--- config.mk ---
export PLATFORM = sky130hd
export DESIGN_NAME = vga_reg_snapshot
export DESIGN_NICKNAME = d
export VERILOG_FILES = /design/src/rtl/vga_reg_snapshot.sv
export SDC_FILE = /design/constraint.sdc
export NUM_CORES = 1
export LEC_CHECK = 0
export ABC_AREA = 1
export ABC_CLOCK_PERIOD_IN_PS = 3760
export CORE_MARGIN = 8
export CORE_UTILIZATION = 45
export CTS_CLUSTER_DIAMETER = 60
export DETAILED_ROUTE_END_ITERATION = 6
export PLACE_DENSITY = 0.76
export SLEW_MARGIN = 20
export SYNTH_ARGS = -nofsm -noshare
export SYNTH_HDL_FRONTEND = slang
export SYNTH_SLANG_ARGS = --single-unit
--- constraint.sdc ---
create_clock -name CLK -period 3.76 [get_ports CLK]
set_input_delay 0.752 -clock CLK [delete_from_list [all_inputs] [get_ports CLK]]
set_output_delay 0.752 -clock CLK [all_outputs]
set_load 0.05 [all_outputs]
--- src/rtl/vga_reg_snapshot.sv ---
// vga_reg_snapshot: once per video frame, reads a run of CPU registers through a
// spare register-file read port into a shadow buffer. It then publishes the whole
// set on the renderer's register bus in a single cycle, so a frame never shows a
// half-updated register set.
//
// Ports
//   CLK          system clock (same clock as the VGA timing counters)
//   RST          asynchronous active-low reset
//   VS           VGA vertical sync, active low; its falling edge starts a capture
//   freeze       blocks new captures; a capture already running still completes
//   rf_addr      register-file read address (holds its value while rf_rd_en=0)
//   rf_rd_en     read strobe, high while rf_addr is valid
//   rf_data      read data, valid one cycle after its address cycle
//   reg1to5      committed snapshot; register FIRST_REG+k sits in slot k
//   snap_valid   one-cycle pulse in the cycle reg1to5 updates
//   busy         high from the trigger cycle through the commit cycle
//   reg_changed  (only with SNAP_CHANGE_EN) per-slot "value differs from the
//                previous snapshot", updated at each commit
//
// Build option: define SNAP_CHANGE_EN to add the reg_changed output.
module vga_reg_snapshot #(
  parameter int unsigned NUM_REGS  = 5,
  parameter int unsigned FIRST_REG = 1,
  parameter int unsigned REG_W     = 32,
  parameter int unsigned ADDR_W    = 5
) (
  input  logic                      CLK,
  input  logic                      RST,
  input  logic                      VS,
  input  logic                      freeze,
  output logic [ADDR_W-1:0]         rf_addr,
  output logic                      rf_rd_en,
  input  logic [REG_W-1:0]          rf_data,
  output logic [NUM_REGS*REG_W-1:0] reg1to5,
  output logic                      snap_valid,
  output logic                      busy
`ifdef SNAP_CHANGE_EN
  ,
  output logic [NUM_REGS-1:0]       reg_changed
`endif
);

  localparam int unsigned IDX_W = (NUM_REGS > 1) ? $clog2(NUM_REGS) : 1;
  localparam int unsigned BUS_W = NUM_REGS * REG_W;
  localparam logic [IDX_W-1:0] LAST_IDX = IDX_W'(NUM_REGS - 1);

  typedef enum logic [1:0] {
    S_IDLE,
    S_ISSUE,
    S_DRAIN,
    S_COMMIT
  } state_t;

  state_t              state_q, state_d;
  logic [IDX_W-1:0]    idx_q, idx_d;
  logic                vs_q;
  logic [BUS_W-1:0]    shadow_q, shadow_d;
  logic [ADDR_W-1:0]   rf_addr_d;
  logic                rf_rd_en_d;
  logic [BUS_W-1:0]    reg_d;
  logic                snap_valid_d;
  logic                busy_d;
  logic                cap_en;
  logic [IDX_W-1:0]    cap_slot;
  logic                trigger;
`ifdef SNAP_CHANGE_EN
  logic [NUM_REGS-1:0] changed_d;
`endif

  // Falling edge of VS seen while idle and not frozen; edges while busy are dropped.
  assign trigger = vs_q & ~VS & ~freeze & (state_q == S_IDLE);

  // State and registered outputs.
  always_ff @(posedge CLK or negedge RST) begin
    if (!RST) begin
      state_q     <= S_IDLE;
      idx_q       <= '0;
      vs_q        <= 1'b1;
      shadow_q    <= '0;
      rf_addr     <= '0;
      rf_rd_en    <= 1'b0;
      reg1to5     <= '0;
      snap_valid  <= 1'b0;
      busy        <= 1'b0;
`ifdef SNAP_CHANGE_EN
      reg_changed <= '0;
`endif
    end else begin
      state_q     <= state_d;
      idx_q       <= idx_d;
      vs_q        <= VS;
      shadow_q    <= shadow_d;
      rf_addr     <= rf_addr_d;
      rf_rd_en    <= rf_rd_en_d;
      reg1to5     <= reg_d;
      snap_valid  <= snap_valid_d;
      busy        <= busy_d;
`ifdef SNAP_CHANGE_EN
      reg_changed <= changed_d;
`endif
    end
  end

  // Next-state, read sequencing, shadow capture and commit.
  always_comb begin
    state_d      = state_q;
    idx_d        = idx_q;
    shadow_d     = shadow_q;
    rf_addr_d    = rf_addr;
    rf_rd_en_d   = 1'b0;
    reg_d        = reg1to5;
    snap_valid_d = 1'b0;
    cap_en       = 1'b0;
    cap_slot     = '0;
`ifdef SNAP_CHANGE_EN
    changed_d    = reg_changed;
`endif

    case (state_q)
      S_IDLE: begin
        if (trigger) begin
          state_d    = S_ISSUE;
          idx_d      = '0;
          rf_rd_en_d = 1'b1;
          rf_addr_d  = ADDR_W'(FIRST_REG);
        end
      end
      S_ISSUE: begin
        // Data for the previous address cycle is on rf_data now.
        if (idx_q != '0) begin
          cap_en   = 1'b1;
          cap_slot = idx_q - IDX_W'(1);
        end
        if (idx_q == LAST_IDX) begin
          state_d = S_DRAIN;
        end else begin
          idx_d      = idx_q + IDX_W'(1);
          rf_rd_en_d = 1'b1;
          // Address wraps modulo 2^ADDR_W.
          rf_addr_d  = ADDR_W'(FIRST_REG + 32'(idx_d));
        end
      end
      S_DRAIN: begin
        cap_en   = 1'b1;
        cap_slot = LAST_IDX;
        state_d  = S_COMMIT;
      end
      S_COMMIT: begin
        state_d = S_IDLE;
      end
      default: begin
        state_d = S_IDLE;
      end
    endcase

    if (cap_en) begin
      shadow_d[32'(cap_slot) * REG_W +: REG_W] = rf_data;
    end

    // The bus is loaded at the edge that enters COMMIT so the new values and
    // snap_valid are both visible during the COMMIT cycle; shadow_d already
    // includes the final datum captured at that same edge.
    if (state_q == S_DRAIN) begin
      reg_d        = shadow_d;
      snap_valid_d = 1'b1;
`ifdef SNAP_CHANGE_EN
      for (int k = 0; k < int'(NUM_REGS); k++) begin
        changed_d[k] = (shadow_d[k*REG_W +: REG_W] != reg1to5[k*REG_W +: REG_W]);
      end
`endif
    end

    busy_d = (state_d != S_IDLE);
  end

endmodule

Word-level counts from Yosys, hierarchy flattened. Cells that the tools add are included.

Register bits: 334. Input bits: 36. Logic and storage cells: 50.

Add/sub/neg operators: 4. Equality and inequality tests: 6. Shift operators: 2. Muxes and demuxes: 19. Bitwise logic cells: 5. Reduce and logical (&&, ||, !) cells: 5.

Operators by type and width (number): bitwise mux 160 bit (1); two-way mux 160 bit (1); variable shift 32 x 34 -> 160 bit, first input constant (1); indexed part select 32 x 34 -> 160 bit (1); negation 8 -> 34 bit (1); one-hot mux 3 bit (2 select lines) (2); two-way mux 5 bit (2); one-hot mux 5 bit (2 select lines) (1); two-way mux 3 bit (3); one-hot mux 2 bit (4 select lines) (1); adder 1 x 3 -> 4 bit, first input constant (1); equality test 2 bit, second input constant (2); two-way mux 1 bit (4); two-way mux 2 bit (2); inequality test 2 bit, second input constant (2); one-hot mux 1 bit (2 select lines) (2); nonzero test 2 bit (2); adder 3 x 1 -> 3 bit, second input constant (1); bitwise AND 1 bit (3); equality test 3 bit, second input constant (1); AND reduction 3 bit (1); nonzero test 3 bit (1); subtractor 3 x 1 -> 3 bit, second input constant (1); equality test 2 x 1 -> 1 bit, second input constant (1); other kinds (2) (3).

Depth between registers and ports, before layout.
Depth after elaboration: 7. Gate-level depth with buffers: 18. Gate-level depth less buffers: 16.

Least setup slack after synthesis. OpenSTA, ideal clock, no wires.

Path kind: reg-to-reg. Start: reg state_q[1]. End: reg shadow_q[129]. Setup time: 0.119 ns. Arrival: 2.690 ns. Required time: 3.641 ns. Slack: 0.951 ns. Stages on the path, launching flop included: 14. Clock period less this slack: 2.809 ns. Path through: dfrtp_1 inv_1 ha_1 nand2_2 inv_2 nand3_4 clkbuf_1 ha_1 ha_1 inv_2 nor2_1 clkbuf_1 nand4_1 and2_1.

Cells in the longest elaborated chain, start to end: 6. Elaborated cells on any way between the ends: 9.

Ends and longest elaborated chain: start, declared (RTL line 54) `state_t state_q, state_d;`; start signal, assigned (RTL line 89) `state_q <= state_d;`; equality test 2 bit or equality test 2 x 1 -> 1 bit (tied branches) (RTL line 119) `case (state_q)`; one-hot mux 3 bit (2 select lines) (RTL line 119); negation 8 -> 34 bit (RTL line 157) `shadow_d[32'(cap_slot) * REG_W +: REG_W] = rf_data;`; indexed part select 32 x 34 -> 160 bit or variable shift 32 x 34 -> 160 bit (tied branches) (RTL line 157); bitwise mux 160 bit (RTL line 157); two-way mux 160 bit * (RTL line 156) `if (cap_en) begin`; via shadow_d[129] (RTL line 57) `logic [BUS_W-1:0] shadow_q, shadow_d;`; end signal, assigned (RTL line 92) `shadow_q <= shadow_d;`; end, declared (RTL line 57).

Mark *: on every way through the listed nets, which the timed path passes. The rest lies on a longest branch. A chain may end at the register's enable or synchronous reset.

Worst setup path after layout.
Start: reg state_q[1]. End: reg reg1to5[81].

Cells in the longest elaborated chain, start to end: 6. Elaborated cells on any way between the ends: 9.

Ends and longest elaborated chain: equality test 2 bit or equality test 2 x 1 -> 1 bit (tied branches) (RTL line 119, 163); one-hot mux 3 bit (2 select lines) (RTL line 119); negation 8 -> 34 bit (RTL line 157); indexed part select 32 x 34 -> 160 bit or variable shift 32 x 34 -> 160 bit (tied branches) (RTL line 157); bitwise mux 160 bit (RTL line 157); two-way mux 160 bit (RTL line 156); end signal, assigned (RTL line 95) `reg1to5 <= reg_d;`; end, declared (RTL line 34) `output logic [NUM_REGS*REG_W-1:0] reg1to5,`.

Parallel ways exist; a longest one is shown, timed or not.

==> impl_results.md <==
* Ant diodes at 0
* Number of global-route vias before repair at 11300
* Initial core utilization at 45.8%
* Max Clk Rate at 303 MHz
* Final Cycle Share at 87.7%
* CTS Buf Count at 36
* Outcome: finished, final reports clean
* DP HPWL at 24700 µm
* P_leak at 8.81 nW
* CTS Sinks at 333
* Yosys warns at 0
* Post-synth EDFFs at 0
* # hold bufs at CTS at 0
* Drt wl/cell at 17.5 µm
* CP peak stage delay at 690 ps
* Post-synthesis cell type count at 34
* FP Rows at 64
* Core area at 0.0307 mm²
* First-pass GRT wire length at 61900 µm
* Antenna violations before repair at 1
* Die X at 193 µm
* Critical path launch point type: flip-flop
* Finished Cell Area at 0.0175 mm²
* VDD IR max at 0.814 mV
* Layout cells sized above 1 at 9.03%
* Htree depth at 2
* Fin. max-slew vios at 0
* Max_cap viols at 0
* Die Y at 193 µm
* Final hold vios at 0
* DR vias/cell at 5.15
* Syn_nets at 1619
* Critical R2R Launch: state_q[1]
* Setup CP Type: flip-flop to flip-flop
* DR vias at 11200
* TNS Setup at 0 ps
* Top cells by area, synth: dfrtp_1 59%, nand2_1 18%, nand4_1 4.3%
* Post-synthesis sequential area ratio at 59.2%
* Die area at 0.0372 mm²
* Filler cells at 2745
* CTS tree: done
* Post-synth top cells: 659 x nand2_1, 332 x dfrtp_1, 107 x inv_1
* Port bufs at 202
* # setup viols final at 0
* Hold crit path type: input pin to asynchronous set/reset pin
* Largest net degree at the start of global routing at 109
* Routed wire length at 38000 µm
* Max FO, Critical Path at 32
* Ys flop type: dfrtp_1
* GP Congestion at 0.827
* Synth Area per Inst at 8.95 µm²
* Post-CTS Resized at 0
* Post-CTS Repair Setup Buffers at 0
* Ys async rst share at 100%
* Crit-path most repeated cell: nand2_1
* Crit path from: state_q[1]
* Clk_lat worst skew at 500 ps
* Crit path cell chain: inv_1 > ha_1 > nand2_2 > a21oi_2 > nand2_1 > ha_1 > ha_1 > inv_1 > nand2_1 > inv_2 > nand3_2 > nand2_1 > nand3_1 > nand2_1
* Critical path's slowest cell: nand3_2
* Top cell type's share of synthesized area at 59.0%
* Critical Path End Type: flip-flop
* CTS clock-pin slew for the worst setup and hold paths at 60 ps
* Total track usage at 20.8%
* 1st-pass router iterations at 7
* Mapped cell area at 0.0141 mm²
* Multi-input logic area at 0.00490 mm²
* Root Buffer: clkbuf_16
* Slew headroom at 38.4%
* Worst EP arrival at 3730 ps
* WP data required at 4200 ps
* Cell with the most instances after synthesis: nand2_1
* Sequential cell area at 0.00833 mm²
* Min Tclk post-route at 3300 ps
* Power, Total at 19.1 mW
* # DRC at 0
* P per Cell Area at 1090 mW/mm²
* Dpl cell area at 0.0164 mm²
* Remaining antenna violation count at 0
* Mapped Cells at 1573
* Area Overhead vs Synth at 24.6%
* Total gr overflow at 0
* Top Family by Delay on Critical Path: simple AND/OR/NAND/NOR gates
* Critical path buffers and inverters at 3
* Layout Skew at 11.6 ps
* DR iter-0 viols at 1029
* Clock buffer depth at 3
* Top Ports at 204
* Worst-Margin Slew at 924 ps
* Yosys top cell by area: dfrtp_1
* Yosys reg bits at 333
* NumNets Final at 1792
* RSZ-0062 raised after global routing: false
worst register-to-register path, stage by stage, from the launching register on:
cell and delay (ps):
dfrtp_1 410, inv_1 130, ha_1 320, nand2_2 110, a21oi_2 190, nand2_1 80
ha_1 210, ha_1 200, inv_1 60, nand2_1 60, inv_2 270, nand3_2 690
nand2_1 290, nand3_1 110, nand2_1 100
cell usage in the layout, fill, tap and decap left out, types with 6 or more instances in the layout:
cell,count
clkbuf_1,9
clkbuf_16,37
o21ai_0,9
ha_1,9
o21ai_2,56
nand4_1,96
buf_4,20
clkbuf_8,7
dfrtp_1,332
and2_1,64
nand3_1,75
clkdlybuf4s50_1,201
nor2_1,32
o21ai_1,8
clkinv_2,7
inv_2,6
inv_1,107
nand2_1,659
metrics by stage:
| step | worst slack, ps | util [%] | hold slack [ps] | cells |
|---|---|---|---|---|
| after global routing | 144 | 57.1 | 256 | 2167 |
| after floorplan | 951 | - | 438 | 1573 |
| after global placement | 668 | 53.4 | 451 | 2104 |
| after detailed placement | 475 | 53.4 | 455 | 2104 |
| after CTS | 464 | 57.1 | 248 | 2167 |
| final | 461 | 57.1 | 219 | 2167 |
sequential cells by signal (all words and copies together), names as in the netlist:
name / cells
vs_q: 1
state_q: 2
busy: 1
idx_q: 3
rf_addr: 4
reg1to5: 160
rf_rd_en: 1
snap_valid: 1
shadow_q: 160
per-layer routing:
layer | wire length [µm] | up-vias | track usage (%) | part of all wire (%)
met5 | 13 | - | 0 | 0.034
met4 | 795 | 2 | 5.50 | 2.1
met3 | 2540 | 52 | 4.43 | 6.7
met2 | 17300 | 323 | 31.6 | 46
met1 | 17300 | 5479 | 29.9 | 46
li1 | - | 5302 | - | -
report_power, final:
| group | total (mW) | internal (mW) | switching (mW) |
|---|---|---|---|
| registers | 6.06 | 5.26 | 0.795 |
| logic | 9.66 | 2.92 | 6.74 |
| clock network | 3.33 | 1.95 | 1.38 |
| total | 19.1 | 10.1 | 8.92 |
path summary, 6_finish.rpt:
path / end / slack [ps] / cells past startpoint
setup / recovery: reg1to5[81] / 460 / 14
min in group CLK: shadow_q[52] / 470 / 2
setup reg to reg: reg1to5[81] / 460 / 14
hold reg to reg: shadow_q[52] / 470 / 2
hold / removal: reg1to5[27] / 220 / 1
max in group asynchronous: shadow_q[157] / 2470 / 2
area by class of cell:
type	instances	area share [%]
Tap cell	396	2.82
Inverter	115	2.47
Clock buffer	53	6.02
Timing Repair Buffer	227	12.9
Sequential cell	333	47.5
Clock inverter	10	0.335
Multi-Input combinational cell	1033	27.9
cell families (layout without fill, tap and decap cells):
kind of cell               after synthesis  in the layout  synth area share (%)
buffers and inverters                  207            405                  6.20
DFF                                    333            333                  59.2
xor gates and xnor gates                 2              2                 0.124
AOI/OAI and AO/OA                       80             80                  4.51
and+or+nand+nor                        940            940                  29.1
other                                    1              1                0.0266
adders and majority gates               10             10                 0.888
Note: power is estimated with default switching activity, not from simulation.
